<file path="src/rtl/tcb_pkg.sv">
// Shared TCB arbitration types and the round-robin pick helper used by tcb_arb.
package tcb_pkg;

    localparam int TCB_ARB_MAX_IFN = 16;

    typedef enum logic [1:0] {
        ARB  = 2'd0,
        HOLD = 2'd1,
        LOCK = 2'd2
    } tcb_arb_state_t;

    // Circular first-set search starting at ptr over the low n bits of vld.
    // With nothing valid the pointer itself is returned, so the idle grant
    // index follows the rotation pointer.
    function automatic logic [3:0] tcb_rr_pick(
        input logic [TCB_ARB_MAX_IFN-1:0] vld,
        input logic [3:0]                 ptr,
        input int                         n
    );
        logic [3:0] idx;
        logic       found;
        tcb_rr_pick = ptr;
        found       = 1'b0;
        for (int k = 0; k < TCB_ARB_MAX_IFN; k++) begin
            idx = 4'((int'(ptr) + k) % n);
            if (!found && (k < n) && vld[idx]) begin
                tcb_rr_pick = idx;
                found       = 1'b1;
            end
        end
    endfunction

endpackage

</file>
<file path="src/rtl/tcb_arb_rsp_pipe.sv">
// DLY-stage one-hot tracker: remembers which requester owns each in-flight
// response so strobes return to the right originator.
module tcb_arb_rsp_pipe #(
    parameter int IFN = 2,
    parameter int DLY = 1
) (
    input  logic           clk,
    input  logic           rst,
    input  logic [IFN-1:0] i_xfer_oh,
    output logic [IFN-1:0] o_rsp_vld
);

    generate
        if (DLY == 0) begin : g_comb
            logic w_unused_clk_rst;
            assign w_unused_clk_rst = clk ^ rst;
            assign o_rsp_vld = i_xfer_oh;
        end else begin : g_pipe
            logic [IFN-1:0] r_stage [DLY];

            // NOTE: sequential state uses non-blocking assignments so every
            // stage samples its predecessor's old value on the same edge.
            always_ff @(posedge clk) begin
                if (rst) begin
                    for (int k = 0; k < DLY; k++) r_stage[k] <= '0;
                end else begin
                    r_stage[0] <= i_xfer_oh;
                    for (int k = 1; k < DLY; k++) r_stage[k] <= r_stage[k-1];
                end
            end

            assign o_rsp_vld = r_stage[DLY-1];
        end
    endgenerate

endmodule

</file>
<file path="src/rtl/tcb_arb.sv">
// Round-robin TCB arbiter sharing one manager port between IFN requesters.
// Define TCB_ARB_LCK_EN to build the LOCK state and honour sub_lck.
module tcb_arb
    import tcb_pkg::*;
#(
    parameter int IFN = 2,
    parameter int DLY = 1,
    parameter int RQW = 72,
    parameter int RSW = 33,
    localparam int SW = (IFN > 1) ? $clog2(IFN) : 1
) (
    input  logic               clk,
    input  logic               rst,
    input  logic [IFN-1:0]     sub_vld,
    input  logic [IFN-1:0]     sub_lck,
    input  logic [IFN*RQW-1:0] sub_req,
    output logic [IFN-1:0]     sub_rdy,
    output logic [IFN-1:0]     sub_rsp_vld,
    output logic [RSW-1:0]     sub_rsp,
    output logic               man_vld,
    output logic [RQW-1:0]     man_req,
    input  logic               man_rdy,
    input  logic [RSW-1:0]     man_rsp,
    output logic [SW-1:0]      man_sel
);

    tcb_arb_state_t r_state, w_state_nxt;
    logic [SW-1:0]  r_gnt, r_ptr;
    logic [SW-1:0]  w_gnt, w_pick, w_ptr_inc, w_ptr_nxt;
    logic [3:0]     w_pick_full;
    logic [IFN-1:0] w_gnt_oh;
    logic           w_granted, w_xfer, w_lck;

    assign w_pick_full = tcb_rr_pick(16'(sub_vld), 4'(r_ptr), IFN);
    assign w_pick      = w_pick_full[SW-1:0];

    // Zero-latency arbitration in ARB; the grant is frozen once a request is
    // stalled or the bus is locked.
    assign w_gnt     = (r_state == ARB) ? w_pick : r_gnt;
    assign w_granted = (r_state != ARB) || (|sub_vld);
    assign w_gnt_oh  = IFN'(1) << w_gnt;
    assign w_ptr_inc = (w_gnt == SW'(IFN-1)) ? '0 : w_gnt + 1'b1;

    assign man_vld = w_granted & sub_vld[w_gnt];
    assign man_req = sub_req[w_gnt*RQW +: RQW];
    assign man_sel = w_gnt;
    assign sub_rdy = (w_granted & man_rdy) ? w_gnt_oh : '0;
    assign sub_rsp = man_rsp;
    assign w_xfer  = man_vld & man_rdy;

`ifdef TCB_ARB_LCK_EN
    assign w_lck = sub_lck[w_gnt];
`else
    logic w_unused_lck;
    assign w_unused_lck = ^sub_lck;
    assign w_lck        = 1'b0;
`endif

    // NOTE: defaults come first so no path through the case leaves a
    // variable unassigned, which would infer a latch.
    always_comb begin
        w_state_nxt = r_state;
        w_ptr_nxt   = r_ptr;
        case (r_state)
            ARB: begin
                if (w_xfer) begin
`ifdef TCB_ARB_LCK_EN
                    if (w_lck) w_state_nxt = LOCK;
                    else       w_ptr_nxt   = w_ptr_inc;
`else
                    w_ptr_nxt = w_ptr_inc;
`endif
                end else if (man_vld) begin
                    w_state_nxt = HOLD;
                end
            end
            HOLD: begin
                if (w_xfer) begin
                    if (w_lck) begin
                        w_state_nxt = LOCK;
                    end else begin
                        w_state_nxt = ARB;
                        w_ptr_nxt   = w_ptr_inc;
                    end
                end
            end
`ifdef TCB_ARB_LCK_EN
            LOCK: begin
                if (w_xfer && !w_lck) begin
                    w_state_nxt = ARB;
                    w_ptr_nxt   = w_ptr_inc;
                end
            end
`endif
            default: w_state_nxt = ARB;
        endcase
    end

    always_ff @(posedge clk) begin
        if (rst) begin
            r_state <= ARB;
            r_gnt   <= '0;
            r_ptr   <= '0;
        end else begin
            r_state <= w_state_nxt;
            r_gnt   <= w_gnt;
            r_ptr   <= w_ptr_nxt;
        end
    end

    tcb_arb_rsp_pipe #(
        .IFN (IFN),
        .DLY (DLY)
    ) u_rsp_pipe (
        .clk       (clk),
        .rst       (rst),
        .i_xfer_oh (w_gnt_oh & {IFN{w_xfer}}),
        .o_rsp_vld (sub_rsp_vld)
    );

endmodule

</file>
<file path="config.mk">
export PLATFORM = sky130hd
export DESIGN_NAME = tcb_arb
export DESIGN_NICKNAME = d
export VERILOG_FILES = /design/src/rtl/tcb_pkg.sv /design/src/rtl/tcb_arb_rsp_pipe.sv /design/src/rtl/tcb_arb.sv
export SDC_FILE = /design/constraint.sdc
export NUM_CORES = 1
export LEC_CHECK = 0
export ABC_CLOCK_PERIOD_IN_PS = 3600
export CAP_MARGIN = 15
export CORE_AREA = 3 3 112 114
export CTS_CLUSTER_DIAMETER = 150
export DETAILED_ROUTE_END_ITERATION = 12
export DIE_AREA = 0 0 115 117
export PLACE_DENSITY = 0.61
export REMOVE_ABC_BUFFERS = 1
export SLEW_MARGIN = 10
export SYNTH_ARGS = -nofsm -noshare
export SYNTH_HDL_FRONTEND = slang
export SYNTH_SLANG_ARGS = --single-unit
</file>
<file path="constraint.sdc">
create_clock -name clk -period 3.6 [get_ports clk]
set_clock_uncertainty 0.15 [all_clocks]
set_input_delay 0.9 -clock clk [delete_from_list [all_inputs] [get_ports clk]]
set_output_delay 0.9 -clock clk [all_outputs]
set_load 0.005 [all_outputs]
</file>
==> Yosys cells after proc, flatten, opt, wreduce, memory -nomap -nowiden <==
Memory sizes are Yosys's and may differ from the RTL's.
Cells that the tools add are included.
{ "classes": {"addsub": 2, "n_mul": 1, "n_lt_le_gt_ge": 3, "eq_ne": 4, "n_shift": 2, "n_mux": 20, "bitwise_logic": 5, "reduce_logical": 10} }
{ "op_table": {"columns": ["cell", "n"], "rows": [
  ["$shiftx A144 B9 Y72", 1],
  ["$mux W1", 13],
  ["$mux W2", 5],
  ["$ne A2 B2 Y1 const B", 3],
  ["$reduce_or A2 Y1", 3],
  ["$lt A1 B5 Y1 const B", 1],
  ["$lt A4 B5 Y1 const B", 1],
  ["$mul A1 B4 Y5 const B", 1],
  ["$pmux W2 S2", 1],
  ["$and A1 B1 Y1", 3],
  ["$reduce_and A3 Y1", 1],
  ["$add A1 B1 Y1 const B", 2],
  ["$and A2 B2 Y2", 1],
  ["$bmux W1 S2", 1],
  ["$eq A2 B1 Y1 const B", 1],
  ["$logic_not A2 Y1", 1],
  ["$lt A1 B2 Y1 const B", 1],
  ["$reduce_and A2 Y1", 1],
  ["$reduce_bool A2 Y1", 1],
  ["$shl A1 B1 Y2 const A", 1],
  ["$and A1 B1 Y1 const A", 1],
  ["$logic_and A1 B1 Y1", 1],
  ["$logic_not A1 Y1", 1],
  ["$logic_or A1 B1 Y1", 1]
]} }
{ "word_totals": {"ff_bits": 4, "ram_bits": 2, "in_bits": 184, "out_inout_bits": 111, "elab_cells": 51, "n_memories": 1} }
{ "mem_list": {"columns": ["name", "words", "word_bits", "read_ports", "rd_clocked_by_memory_dff", "write_ports", "line", "text"], "rows": [
  ["u_rsp_pipe.g_pipe.r_stage", 1, 2, 1, 0, 1, "tcb_arb_rsp_pipe.sv:19", "logic [IFN-1:0] r_stage [DLY];"]
]} }

==> Logic depth before layout (Yosys ltp) <==
{ "depth": {"depth_word": 13, "depth_mapped": 6} }

==> Modules after synthesis <==
A second synthesis with hierarchy kept.
{ "unflattened": {"hier_cells": 145, "hier_area_um2": 1378.8} }
{ "modules_own_cells": {"columns": ["module", "instances", "cells_each", "area_each_um2", "seq_area_each_um2"], "rows": [
  ["tcb_arb", 1, 141, 1326.3, 60.1],
  ["tcb_arb_rsp_pipe", 1, 4, 52.6, 40.0]
]} }

==> Worst setup path after synthesis <==
OpenSTA, ideal clock, no wires.
{ "synth_path": {"path_kind": "input-to-output", "startpoint": "in sub_vld[0]", "endpoint": "out man_req[31]", "arrival_time_ns": 2.012, "setup_slack_ns": 0.538, "stages": 6, "n_path_buf": 2, "cell_sequence": "inv_1 > a21oi_2 > o31ai_4 > buf_6 > buf_4 > mux2_1"} }
{ "synth_via": {"elab_chain_cells": 9, "word_cells_on_any_way": 11, "classes_between": "1 x mul; 1 x shift; 7 x mux; 2 x reduce/logical"} }
{ "synth_lines": {"columns": ["item", "line", "text"], "rows": [
  ["from (decl)", "tcb_arb.sv:14", "input logic [IFN-1:0] sub_vld,"],
  ["$mux W1 (not written as such) (2 in a row)", "tcb_pkg.sv:26", "if (!found && (k < n) && vld[idx]) begin"],
  ["$mux W1", "tcb_pkg.sv:26", null],
  ["$logic_not A1 Y1", "tcb_pkg.sv:26", null],
  ["$logic_and A1 B1 Y1 *", "tcb_pkg.sv:26", null],
  ["$mux W1 *", "tcb_pkg.sv:26", null],
  ["$mux W1 *", "tcb_arb.sv:39", "assign w_gnt = (r_state == ARB) ? w_pick : r_gnt;"],
  ["$mul A1 B4 Y5 *", "tcb_arb.sv:45", "assign man_req = sub_req[w_gnt*RQW +: RQW];"],
  ["$shiftx A144 B9 Y72 *", "tcb_arb.sv:45", null],
  ["to (decl)", "tcb_arb.sv:21", "output logic [RQW-1:0] man_req,"]
]} }
Every way passes the cells marked *; elsewhere a longest branch is shown, timed or not. The select of a mux whose other input is x is not followed.

==> Worst setup path after layout <==
{ "layout_path": {"startpoint": "in sub_vld[1]", "endpoint": "out man_req[45]"} }
Same word-level chain as after synthesis.

==> impl_metrics.csv <==
group,metric,value,unit
placement,gp_routability_congestion,0.7989,
power,irDropWorstVdd,160.3,µV
route,antenna_left,0,
worst_setup_path,crit_required,2.55,ns
clocking,clk-insertion-delay-late,0.22,ns
final_layout,final_common_cell,"clkdlybuf4s50_1",
grt,grt_max_degree,7,
route,routed_via_density,3.890,
die,rows,39,
grt,grt.total_usage,11.73,%
clocking,cts_num_sinks,5,
worst_setup_path,timing.critical_path.mode_cell,"buf_6",
worst_setup_path,start_kind,"input pin",
hold_path,min_path_type,"reg2reg",
final_layout,drive_gt1_share,38.25,%
clocking,cts_root_buf,"clkbuf_16",
synthesis,yosysWarnings,0,
synthesis,synthCells,141,
die,die_w,115,µm
worst_setup_path,critPathBufInv,5,
grt,grt_overflow_total,0,
sta,setup_viol,0,
clocking,cts.clk_slew.worst_paths,0.03,ns
worst_setup_path,path_class,"in2out",
synthesis,yosysSeqAreaShare,7.387,%
final_layout,syn_to_final_growth,187.7,%
worst_setup_path,arrival,2.48,ns
synthesis,avgSynthCellArea,9.610,µm²
final_layout,final_cells,509,
sta,worst_slew_pin_slew,0.2982,ns
die,initial_core_util,11.77,%
placement,portBuffers,226,
placement,dp_hpwl,7202,µm
worst_setup_path,crit_fanout,6,
clocking,htreeDepth,1,
synthesis,syn_area,1355,µm²
power,power_density,221.6,nW/µm²
worst_setup_path,crit_chain,"clkdlybuf4s15_2 > a21oi_2 > o31ai_4 > buf_6 > buf_6 > bufbuf_16 > mux2_2 > buf_2",
worst_setup_path,critPathSlowestCell,"mux2_2",
worst_setup_path,slowest_delay,0.32,ns
grt,grt_antenna_before_repair,0,
worst_setup_path,path_delay_family,"buffers and inverters",
route,drc,0,
sta,slew_violations,0,
final_layout,mostFrequentLayoutCells,"clkdlybuf4s50_1 (151), mux2_2 (53), buf_2 (31)",
placement,place_area,3620,µm²
sta,fmax,283.3,MHz
route,wl,8550,µm
route,avgRoutedWirePerCell,16.80,µm
outcome,outcome,"finished, final reports clean",
synthesis,synth_cell_type_count,19,
sta,max_slew_margin,79.87,%
sta,fin_crit_sh,98.04,%
die,ios,295,
clocking,cts_tree,"yes",
synthesis,synth-edff-count,0,
synthesis,async_flop_share,0,%
final_layout,finalInstanceArea,3899,µm²
final_layout,n_antenna_cell,0,
power,finalPower,0.0008640,W
placement,place_inst,482,
final_layout,utilization,33.85,%
clocking,clockBufferDepth,2,
die,core-area,11520,µm²
route,first_pass_iters,3,
grt,grt_pass1_vias,2255,
sta,period_needed,3.530,ns
synthesis,ys.flop_type,"dfxtp_1",
worst_setup_path,end_kind,"output pin",
die,die-height,117,µm
sta,rsz0062_at_grt,"yes",
sta,final_hold_viol_count,0,
route,drt_iter0_markers,37,
flow_run,maxCapViolations,0,
route,dr_total_vias,1980,
die,dieArea,13460,µm²
clocking,numCtsBuffers,3,
synthesis,ys_seq_elements,5,
power,p_leak,1.625,nW
final_layout,num-nets-final,551,
grt,grt_pass1_wl,12160,µm
-- metrics by stage --
stage	TNS (ns)	hold slack [ns]	worst slack (ns)
global placement	-32.12	0.3250	-0.4958
floorplan	-68.81	0.3002	-0.9395
global route	-0.05024	0.3589	-0.01366
detailed placement	-32.72	0.3307	-0.4931
finish	0	0.3408	0.07042
CTS	0	0.3361	0.0005489
-- worst paths after layout --
kind / from / endpoint / slack [ns] / depth (start not counted)
max: sub_vld[1] / man_req[45] / 0.07 / 8
min: r_ptr / r_ptr / 0.34 / 2
max reg2reg: r_state[0] / u_rsp_pipe.g_pipe.r_stage[0][1] / 2.18 / 5
min reg2reg: r_ptr / r_ptr / 0.34 / 2
-- synthesized netlist by cell type (2+ instances only) --
library cell  number  area [µm²]
mux2_2            58       653.1
buf_4             35       262.8
mux2_1            14       157.7
buf_2              5       25.02
dfxtp_1            5       100.1
nor2_1             5       18.77
a21oi_1            3       15.01
nand2_1            3       11.26
inv_1              2       7.510
nor2b_1            2       12.51
-- repair_timing --
action                                  4_1_cts  5_1_grt
pin swaps                                     1        0
hold endpoints to repair                      0        0
resized for setup                           211       16
cloned                                        4        0
buffers inserted                             19        1
endpoints found under the setup margin       75       34
hold buffers                                  0        0
-- routing by layer --
metal  up-vias  global-route usage, %  part of all wire, %
li1        923                      -                    -
met1       865                  11.83                   34
met2       186                  20.29                   46
met3         4                  8.483                   19
met4         2                 0.4695                 0.27
met5         -                  5.185                  1.0
-- registers in the layout (all words and copies together) (netlist names) --
| name | count |
|---|---|
| r_gnt | 1 |
| r_ptr | 1 |
| u_rsp_pipe.g_pipe.r_stage | 2 |
| r_state | 1 |
-- power by group --
group           total, W  switching [W]  internal [W]
combinational   0.000622       0.000178      0.000443
sequential     0.0000633     0.00000357     0.0000597
clock           0.000179      0.0000324      0.000146
total           0.000864       0.000215      0.000649
-- worst register-to-register path, stage by stage (launching register included) --
cell and delay, ns:
dfxtp_1 0.45, nand2_1 0.15, o31ai_4 0.10, buf_6 0.20, buf_6 0.13, and4b_1 0.18
-- layout make-up --
cell class	instances	area, µm²
Tap cell	143	178.9
Inverter	2	7.507
Sequential cell	5	100.1
Timing Repair Buffer	262	2551
Fill cell	1193	7617
Multi-Input combinational cell	93	982.2
Clock buffer	4	78.83
-- kinds of logic after synthesis --
logic type	after synthesis	share of synthesized area, %
AOI/OAI and AO/OA	8	5.079
DFF	5	7.387
buffers and inverters	43	22.62
and+or+nand+nor	12	4.340
muxes	73	60.57
Power figures use the tool's default switching activity.
